[src/rtl/xbar_pkg.sv]
// Shared definitions for the 4x4 crossbar slot scheduler.
// Latency: n/a (constants, types and a pure function only).
// Backpressure: n/a.
package xbar_pkg;

    localparam int PKT_W = 15;
    localparam int NPORT = 4;

    // Packet field layout; bits 13 and 10 are opaque and pass through.
    localparam int VLD_BIT = 14;
    localparam int DEST_HI = 12;
    localparam int DEST_LO = 11;
    localparam int SRC_HI  = 9;
    localparam int SRC_LO  = 8;
    localparam int PLD_HI  = 7;
    localparam int PLD_LO  = 0;

    typedef enum logic [1:0] {
        IDLE = 2'd0,
        ARB  = 2'd1,
        XFER = 2'd2
    } state_t;

    // Egress view of a granted head: the src field is stamped with the
    // winning input so downstream sees where the packet actually came from.
    function automatic logic [PKT_W-1:0] make_grant_pkt(
        input logic [PKT_W-1:0] head,
        input logic [1:0]       src
    );
        logic [PKT_W-1:0] p;
        p                 = head;
        p[VLD_BIT]        = 1'b1;
        p[SRC_HI:SRC_LO]  = src;
        return p;
    endfunction

endpackage

[src/rtl/rr_arb4.sv]
// Four-requester round-robin arbiter, searching upward from ptr modulo 4.
// Latency: purely combinational, zero cycles.
// Backpressure: none; the caller decides when the grant is used.
//
// Ports:
//   req[3:0]      request vector
//   ptr[1:0]      highest-priority requester index
//   gnt_valid     any request granted
//   gnt_idx[1:0]  index of the granted requester
//   gnt[3:0]      one-hot grant
module rr_arb4 (
    input  logic [3:0] req,
    input  logic [1:0] ptr,
    output logic       gnt_valid,
    output logic [1:0] gnt_idx,
    output logic [3:0] gnt
);

    logic [1:0] w_cand;

    always_comb begin
        gnt_valid = 1'b0;
        gnt_idx   = 2'd0;
        gnt       = 4'd0;
        w_cand    = 2'd0;
        // 2-bit add wraps naturally, giving the modulo-4 search order.
        for (int k = 0; k < 4; k++) begin
            w_cand = ptr + 2'(k);
            if (!gnt_valid && req[w_cand]) begin
                gnt_valid = 1'b1;
                gnt_idx   = w_cand;
            end
        end
        if (gnt_valid) begin
            gnt[gnt_idx] = 1'b1;
        end
    end

endmodule

[src/rtl/xbar_scheduler.sv]
// Slot scheduler for the 4x4 crossbar: one head per input, per-output RR arbitration per slot.
// Latency: accept at edge E -> ARB at E+1 -> out_valid after E+2; minimum slot is 2 cycles.
// Backpressure: each output holds until its out_ready; slot ends when all grants drain; in_ready = ~head_valid.
//
// Ports:
//   clk, rst                 clock, async active-high reset
//   in_valid/in_ready[3:0]   ingress handshake per input
//   in_pkt0..3               ingress packets
//   out_valid/out_ready[3:0] egress handshake per output
//   out_pkt0..3              registered egress packets
//   busy                     FSM not in IDLE
//   slot_cnt                 completed slots, wrapping
module xbar_scheduler
    import xbar_pkg::*;
(
    input  logic              clk,
    input  logic              rst,
    input  logic [3:0]        in_valid,
    output logic [3:0]        in_ready,
    input  logic [PKT_W-1:0]  in_pkt0,
    input  logic [PKT_W-1:0]  in_pkt1,
    input  logic [PKT_W-1:0]  in_pkt2,
    input  logic [PKT_W-1:0]  in_pkt3,
    output logic [3:0]        out_valid,
    input  logic [3:0]        out_ready,
    output logic [PKT_W-1:0]  out_pkt0,
    output logic [PKT_W-1:0]  out_pkt1,
    output logic [PKT_W-1:0]  out_pkt2,
    output logic [PKT_W-1:0]  out_pkt3,
    output logic              busy,
    output logic [7:0]        slot_cnt
);

    state_t                          r_state;
    state_t                          w_state_nxt;

    logic [NPORT-1:0][PKT_W-1:0]     r_head;
    logic [NPORT-1:0]                r_head_vld;
    logic [NPORT-1:0][1:0]           r_rr_ptr;
    logic [NPORT-1:0][1:0]           r_sel;
    logic [NPORT-1:0]                r_out_vld;   // doubles as the live grant mask
    logic [NPORT-1:0][PKT_W-1:0]     r_out_pkt;
    logic [7:0]                      r_slot_cnt;

    logic [NPORT-1:0][PKT_W-1:0]     w_in_pkt;
    logic [NPORT-1:0]                w_acc;
    logic [NPORT-1:0]                w_store;
    logic [NPORT-1:0]                w_done;
    logic [NPORT-1:0]                w_clr;
    logic [NPORT-1:0]                w_head_vld_nxt;
    logic                            w_slot_end;

    logic [NPORT-1:0]                w_gnt_vld;
    logic [NPORT-1:0][1:0]           w_gnt_idx;
    logic [NPORT-1:0][PKT_W-1:0]     w_gnt_pkt;

    assign w_in_pkt = {in_pkt3, in_pkt2, in_pkt1, in_pkt0};

    // Ingress: a handshake always completes when the head is empty; packets
    // without the valid bit are swallowed so the source is never stalled.
    assign in_ready = ~r_head_vld;
    always_comb begin
        w_acc   = '0;
        w_store = '0;
        for (int i = 0; i < NPORT; i++) begin
            w_acc[i]   = in_valid[i] & ~r_head_vld[i];
            w_store[i] = w_acc[i] & w_in_pkt[i][VLD_BIT];
        end
    end

    // Per-output candidate selection and granted-packet formation.
    for (genvar g = 0; g < NPORT; g++) begin : g_out
        logic [NPORT-1:0] w_req;
        logic             w_gv;
        logic [1:0]       w_gi;
        logic [NPORT-1:0] w_g;
        logic [PKT_W-1:0] w_sel_pkt;

        always_comb begin
            w_req = '0;
            for (int i = 0; i < NPORT; i++) begin
                w_req[i] = r_head_vld[i] && (r_head[i][DEST_HI:DEST_LO] == 2'(g));
            end
        end

        rr_arb4 u_arb (
            .req       (w_req),
            .ptr       (r_rr_ptr[g]),
            .gnt_valid (w_gv),
            .gnt_idx   (w_gi),
            .gnt       (w_g)
        );

        // One-hot grant drives an AND-OR mux over the heads.
        always_comb begin
            w_sel_pkt = '0;
            for (int i = 0; i < NPORT; i++) begin
                if (w_g[i]) begin
                    w_sel_pkt = w_sel_pkt | r_head[i];
                end
            end
        end

        assign w_gnt_vld[g] = w_gv;
        assign w_gnt_idx[g] = w_gi;
        assign w_gnt_pkt[g] = w_gv ? make_grant_pkt(w_sel_pkt, w_gi) : '0;
    end

    // Delivery: an output completes on its own ready; ready on an ungranted
    // output is ignored because r_out_vld gates it.
    always_comb begin
        w_done = '0;
        w_clr  = '0;
        for (int o = 0; o < NPORT; o++) begin
            w_done[o] = (r_state == XFER) && r_out_vld[o] && out_ready[o];
            if (w_done[o]) begin
                w_clr[r_sel[o]] = 1'b1;
            end
        end
    end

    // A freed input cannot reload on the same edge (in_ready is low while
    // its head is valid), so clear and store never collide.
    assign w_head_vld_nxt = (r_head_vld & ~w_clr) | w_store;
    assign w_slot_end     = (r_state == XFER) && ((r_out_vld & ~w_done) == '0);

    always_ff @(posedge clk or posedge rst) begin
        if (rst) begin
            r_state <= IDLE;
        end else begin
            r_state <= w_state_nxt;
        end
    end

    // Slot-end decision looks at next-cycle heads so a slot that just drained
    // its last head returns to IDLE instead of running an empty ARB.
    always_comb begin
        w_state_nxt = r_state;
        case (r_state)
            IDLE: begin
                if (|r_head_vld) begin
                    w_state_nxt = ARB;
                end
            end
            ARB: begin
                w_state_nxt = XFER;
            end
            XFER: begin
                if (w_slot_end) begin
                    w_state_nxt = (|w_head_vld_nxt) ? ARB : IDLE;
                end
            end
            default: begin
                w_state_nxt = IDLE;
            end
        endcase
    end

    always_ff @(posedge clk or posedge rst) begin
        if (rst) begin
            r_head     <= '0;
            r_head_vld <= '0;
            r_rr_ptr   <= '0;
            r_sel      <= '0;
            r_out_vld  <= '0;
            r_out_pkt  <= '0;
            r_slot_cnt <= 8'd0;
        end else begin
            for (int i = 0; i < NPORT; i++) begin
                if (w_store[i]) begin
                    r_head[i] <= w_in_pkt[i];
                end
            end
            r_head_vld <= w_head_vld_nxt;

            if (r_state == ARB) begin
                for (int o = 0; o < NPORT; o++) begin
                    r_out_vld[o] <= w_gnt_vld[o];
                    r_sel[o]     <= w_gnt_idx[o];
                    r_out_pkt[o] <= w_gnt_pkt[o];
                end
            end

            for (int o = 0; o < NPORT; o++) begin
                if (w_done[o]) begin
                    r_out_vld[o] <= 1'b0;
                    r_rr_ptr[o]  <= r_sel[o] + 2'd1;
                end
            end

            if (w_slot_end) begin
                r_slot_cnt <= r_slot_cnt + 8'd1;
            end
        end
    end

    assign out_valid = r_out_vld;
    assign out_pkt0  = r_out_pkt[0];
    assign out_pkt1  = r_out_pkt[1];
    assign out_pkt2  = r_out_pkt[2];
    assign out_pkt3  = r_out_pkt[3];
    assign busy      = (r_state != IDLE);
    assign slot_cnt  = r_slot_cnt;

endmodule

[config.mk]
export PLATFORM = sky130hd
export DESIGN_NAME = xbar_scheduler
export DESIGN_NICKNAME = d
export VERILOG_FILES = /design/src/rtl/xbar_pkg.sv /design/src/rtl/rr_arb4.sv /design/src/rtl/xbar_scheduler.sv
export SDC_FILE = /design/constraint.sdc
export NUM_CORES = 1
export LEC_CHECK = 0
export ABC_AREA = 1
export CAP_MARGIN = 15
export CORE_MARGIN = 2
export CORE_UTILIZATION = 59
export CTS_BUF_LIST = sky130_fd_sc_hd__clkbuf_4
export DETAILED_ROUTE_END_ITERATION = 12
export PLACE_DENSITY = 0.88
export SETUP_SLACK_MARGIN = 0.3
export SLEW_MARGIN = 0
export SYNTH_ARGS = -nofsm -noshare
export SYNTH_HDL_FRONTEND = slang
export SYNTH_SLANG_ARGS = --single-unit
[constraint.sdc]
create_clock -name clk -period 11.15 [get_ports clk]
set_clock_uncertainty 0.05 [all_clocks]
set_input_delay 1.6725 -clock clk [delete_from_list [all_inputs] [get_ports clk]]
set_output_delay 1.6725 -clock clk [all_outputs]
set_load 0.02 [all_outputs]
==> results of run 1 <==
-- stage by stage --
| stage | cells | setup WS [ps] | area, um^2 |
|---|---|---|---|
| after CTS | 1363 | 7480 | 9910 |
| after global routing | 1364 | 7410 | 9910 |
| after global placement | 1331 | 7340 | 9630 |
| after detailed placement | 1331 | 7290 | 9630 |
| final | 1364 | 7470 | 9910 |
| after floorplan | 1061 | 5620 | 8300 |
-- registers in the layout, indices dropped and copies added (netlist names) --
signal	count
out_pkt2	15
out_pkt0	15
r_head_vld	4
r_head	48
r_sel	8
out_pkt3	15
r_rr_ptr	8
out_pkt1	15
r_state	2
out_valid	4
slot_cnt	8
-- area by class of cell --
type	count	area, um^2
multi-input combinational	808	4220
clock buffer	20	150
tap	180	225
fill	1056	3920
timing repair buffer	141	1400
antenna	1	2.50
clock inverter	12	121
sequential	142	3550
inverter	60	234
-- final timing paths --
path                                from            to  depth (start not counted)  slack, ps
setup / recovery           r_head_vld[2]   in_ready[2]                          2       7470
max in group asynchronous            rst   slot_cnt[1]                          3       8210
setup reg to reg             r_rr_ptr[4]  out_pkt2[13]                         13       8220
min in group asynchronous            rst    r_head[20]                          2       1470
hold reg to reg              slot_cnt[7]   slot_cnt[7]                          1        440
hold / removal               slot_cnt[7]   slot_cnt[7]                          1        440
-- logic make-up after synthesis --
logic type	count (synthesis)
compound gates	99
fa+ha+maj	17
flops	142
simple gates	644
mux	41
buf+inv	111
xor+xnor	7
-- cell usage after synthesis --
library cell	n	area share, %
inv_1	46	2.1
dfrtp_1	142	43
clkbuf_1	17	0.77
xor2_1	4	0.42
a21oi_2	1	0.11
buf_2	15	0.90
buf_4	12	1.1
nand4_2	1	0.15
nand2_1	362	16
a21boi_0	1	0.091
nor2_2	5	0.38
inv_2	11	0.50
o21bai_1	20	1.8
clkinv_1	1	0.045
mux2_2	41	5.6
o21ai_1	23	1.4
nor2_4	8	1.1
a21oi_1	21	1.3
ha_1	17	2.6
xnor2_1	3	0.32
nand2_2	10	0.75
clkinv_2	1	0.060
nand3b_2	1	0.14
or2_1	1	0.075
inv_4	1	0.075
nand4_1	62	4.7
nor3_2	1	0.12
nand3_4	1	0.21
o21ai_0	31	1.9
nor2_1	37	1.7
nor3b_1	1	0.091
a41oi_1	1	0.11
buf_1	1	0.045
nand3_1	151	9.1
buf_6	6	0.81
a221oi_1	1	0.11
nand3_2	3	0.36
-- worst max-delay path, cell delays in order (launching register included) --
cell and delay (ps):
dfrtp_1 550, inv_1 200, clkdlybuf4s50_1 630
-- layout by cell type, fill, tap and decap left out, types with 2 or more instances in the layout --
cell type        synthesis  routed
a21oi_1                 21      21
buf_4                   12       3
bufinv_16                0       2
clkbuf_4                 0      20
clkdlybuf4s50_1          0     138
clkinv_1                 1       2
clkinv_2                 1       4
clkinvlp_4               0       4
dfrtp_1                142     142
ha_1                    17      17
inv_1                   46      45
inv_2                   11      12
mux2_2                  41      41
nand2_1                362     362
nand2_2                 10      10
nand3_1                151     151
nand3_2                  3       3
nand4_1                 62      62
nor2_1                  37      36
nor2_2                   5       6
nor2_4                   8       8
o21ai_0                 31      31
o21ai_1                 23      23
o21bai_1                20      20
xnor2_1                  3       3
xor2_1                   4       4
-- routing by layer --
metal | track usage, % | wire (um) | up-vias
met2 | 50.2 | 10600 | 512
li1 | - | - | 3789
met3 | 8.69 | 3100 | 70
met5 | 0 | 0 | -
met4 | 11.6 | 638 | 0
met1 | 47.3 | 9760 | 3826
==> results by group, run 1 <==
Run status
  • Outcome: finished, final reports clean

Placement
  • Port bufs: 138
  • GPL Wtd Cong: 0.993
  • Detailed Place HPWL: 17000 um

Clock network
  • Htree depth: 4
  • Setup Buffers After CTS: 0
  • Root buffer cell: clkbuf_4
  • CTS tree: built
  • Deepest clock path buffer count: 2
  • Clk Latency, worst-skew pair: 580 ps
  • Number of clock sinks: 142
  • Total CTS buffers: 17
  • Reg clk slew, reported paths: 120 ps
  • Cts repair resizes: 0
  • Hold_buf cts: 0

Synth
  • Synth Area in Simple Gates: 35.2%
  • Sequential share of the synthesized area: 42.8%
  • Xor/xnor share of the synthesized area: 0.739%
  • Post-synthesis mux area share: 5.56%
  • Adder-Cell Fraction of Synth Area: 2.56%
  • Post-synthesis compound-gate area fraction: 6.74%
  • #FFs+latches synth: 142
  • Synthesized area per cell: 7.82 um^2
  • Synth Net Count: 1148
  • Synthesized area: 8300 um^2
  • Distinct cells, synth: 37
  • Post-Syn Instances: 1061
  • Ys Warns: 0
  • Largest family of logic cells by synthesized area: simple AND/OR/NAND/NOR gates

Floorplan
  • Die ar.: 15000 um^2
  • Initial Util: 60.0%
  • Num ports: 147
  • Rows: 43
  • Core Region: 13800 um^2
  • Die width: 123 um
  • Die H: 123 um

Layout
  • Layout Area Growth over Synthesis: 19.4%
  • Nets: 1257
  • Layout cells sized above 1: 10.2%
  • Final Core Density: 71.7%

Route
  • Routed wire per std cell: 17.7 um
  • Drt pass-1 iters: 8
  • Iter 0 DRT Violations: 1143
  • ANT nets after route: 0
  • Post-Route WL: 24100 um
  • Vias: 8197
  • Number of vias per cell: 6.01
  • Residual DRC: 0

Worst setup path
  • CP Launch Type: register
  • Crit end category: output pin
  • CP arrival: 1960 ps
  • Worst path required time: 9430 ps
  • Setup CP Type: reg2out
  • Max Fanout on Critical Path: 10

Run
  • Max-capacitance violation count: 0

Timing
  • Max-slew headroom: 28.0%
  • Fin crit period: 3680 ps
  • Hold Fails Final Rpt: 0
  • Peak Freq: 0.272 GHz
  • Slew @ Worst Pin: 1080 ps
  • Final Slew Violations: 0
  • Post-route setup TNS: 0 ps
  • RSZ-0062 raised after global routing: false
  • Final setup violation count: 0
  • Crit share post-route: 33.0%
  • Min Hold Slack: 436 ps

GRT
  • Largest net degree at the start of global routing: 76
  • First-pass GRT wire length: 38500 um
  • Vias in the first global route: 7588
  • Initial antenna violation count: 1
  • Total grt overflow: 0
  • Total GRT Usage: 33.5%

Min path
  • Worst min path class: reg2reg
Power of run 1 is not shown: default switching activity piles up to over one toggle a cycle in this logic, so the estimate is an artifact.
==> run 2, diff against run 1 <==
- CORE_UTILIZATION: 59 -> 50
- PLACE_DENSITY: 0.88 -> 0.79
- clock period: 11.15 -> 3.15 ns (I/O delays scaled with it)
==> results by group, run 2 (synthesis gave the netlist of run 1 again) <==
Route
  • Drt pass-1 iters: 8 (unchanged)
  • Post-Route WL: 24200 um (+0.36%)
  • ANT nets after route: 0 (unchanged)
  • Routed wire per std cell: 17.1 um (-3.5%)
  • Number of vias per cell: 5.72 (-4.8%)
  • Vias: 8109 (-1.1%)
  • Residual DRC: 0 (unchanged)
  • Iter 0 DRT Violations: 863 (-24%)

Floorplan
  • Core Region: 16400 um^2 (+19%)
  • Die ar.: 17600 um^2 (+17%)
  • Num ports: 147 (unchanged)
  • Die width: 133 um (+8.3%)
  • Initial Util: 50.6% (-9.4 points)
  • Rows: 47 (+9.3%)
  • Die H: 133 um (+8.3%)

Worst setup path
  • CP Launch Type: register
  • CP arrival: 3050 ps (+1090 ps)
  • Worst path required time: 3560 ps (-5870 ps)
  • Setup CP Type: reg2reg
  • Max Fanout on Critical Path: 11 (+1)
  • Reg2reg path depth: 11 (-2)
  • Crit end category: register

Power and ir drop
  • Leakage: 0.00517 uW
  • Final Power: 13000 uW
  • Peak VDD IR: 0.799 mV
  • Power per Cell Area: 1280 nW/um^2

Clock network
  • Htree depth: 4 (unchanged)
  • Number of clock sinks: 142 (unchanged)
  • Clk Latency, worst-skew pair: 580 ps (about the same)
  • CTS tree: built
  • Setup Buffers After CTS: 0 (unchanged)
  • Total CTS buffers: 17 (unchanged)
  • Reg clk slew, reported paths: 130 ps (about the same)
  • Root buffer cell: clkbuf_4
  • Deepest clock path buffer count: 2 (unchanged)

Placement
  • Detailed Place HPWL: 17800 um (+4.4%)
  • Cells after DPL: 1385 (+4.1%)
  • Port bufs: 138 (unchanged)
  • GPL Wtd Cong: 0.967 (-2.6%)

Timing
  • Max-slew headroom: 46.0% (+18 points)
  • Final setup violation count: 0 (unchanged)
  • Final Slew Violations: 0 (unchanged)
  • Fin crit period: 2640 ps
  • Peak Freq: 0.379 GHz
  • Hold Fails Final Rpt: 0 (unchanged)
  • Post-route setup TNS: 0 ps (unchanged)
  • Crit share post-route: 83.8%
  • Slew @ Worst Pin: 810 ps (-267 ps)
  • RSZ-0062 raised after global routing: false

Run
  • Max-capacitance violation count: 0 (unchanged)

Layout
  • Most common cell after layout, fill and taps aside: nand2_1
  • Layout Area Growth over Synthesis: 22.7%
  • Largest register FFs: 48 (unchanged)
  • Nets: 1271 (+1.1%)
  • Most frequent cells in the layout: nand2_1, nand3_1, dfrtp_1
  • Register name with the most flops: r_head
  • Layout cells sized above 1: 11.4% (+1.1 points)
  • Non-Filler Instances: 1418 (+4.0%)

Min path
  • Worst min path class: in2async

GRT
  • Largest net degree at the start of global routing: 52 (-32%)
  • Total GRT Usage: 28.3% (-5.2 points)
  • Vias in the first global route: 7383 (-2.7%)
  • First-pass GRT wire length: 39100 um (+1.5%)
  • Total grt overflow: 0 (unchanged)
  • Initial antenna violation count: 1 (unchanged)

Run status
  • Outcome: finished, final reports clean
==> run 2: path summary, 6_finish.rpt <==
check	from	to	slack, ps
min reg2reg	out_pkt2[13]	out_pkt2[13]	440
max in group asynchronous	rst	r_head[0]	2090
min	rst	r_rr_ptr[2]	190
max reg2reg	r_rr_ptr[0]	out_pkt0[1]	510
max	r_rr_ptr[0]	out_pkt0[1]	510
min in group clk	in_pkt0[4]	r_head[4]	430
==> run 2: area by class of cell <==
type	instances	area, um^2
Antenna cell	1	2.50
Clock buffer	20	150
Clock inverter	12	193
Fill cell	1471	6220
Tap cell	220	275
Multi-Input combinational cell	808	4230
Inverter	60	233
Timing Repair Buffer	155	1550
Sequential cell	142	3550
==> run 2: worst max-delay path, stage by stage (launching register included) <==
cell     delay (ps)
dfrtp_1         590
inv_4           120
nand3_1         190
nand3_1         140
nand2_2         140
nand3_2         100
inv_1           100
nand3_1         450
nand4_1         280
nand2_1          70
o21ai_1         210
nand2_1          70
==> run 2: power breakdown <==
group	internal, uW	switching, uW	total (uW)	leakage, uW
sequential	2620	1100	3720	0.00175
combinational	2740	5160	7900	0.00324
clock	730	681	1410	0.000182
total	6080	6950	13000	0.00517
==> run 2: what timing repair did <==
action                                  in CTS  in global routing
endpoints found under the setup margin       0                 10
hold buffers                                 0                  0
gates resized for setup                      0                  2
==> run 2: routing by layer <==
metal  global-route usage (%)  share of wire, %
met3                     6.02                11
met4                     11.0               2.9
met2                     40.9                43
met1                     41.7                44
met5                        0                 0
==> run 2: stage by stage <==
stage	hold slack (ps)	setup slack [ps]	area, um^2	util [%]
5_1_grt	209	370	10200	62.1
6_report	189	511	10200	62.1
2_1_floorplan	441	850	8300	-
3_3_place_gp	410	672	9830	59.9
3_5_place_dp	415	598	9830	59.9
4_1_cts	187	564	10200	62.0
(Power assumes the default switching activity.)
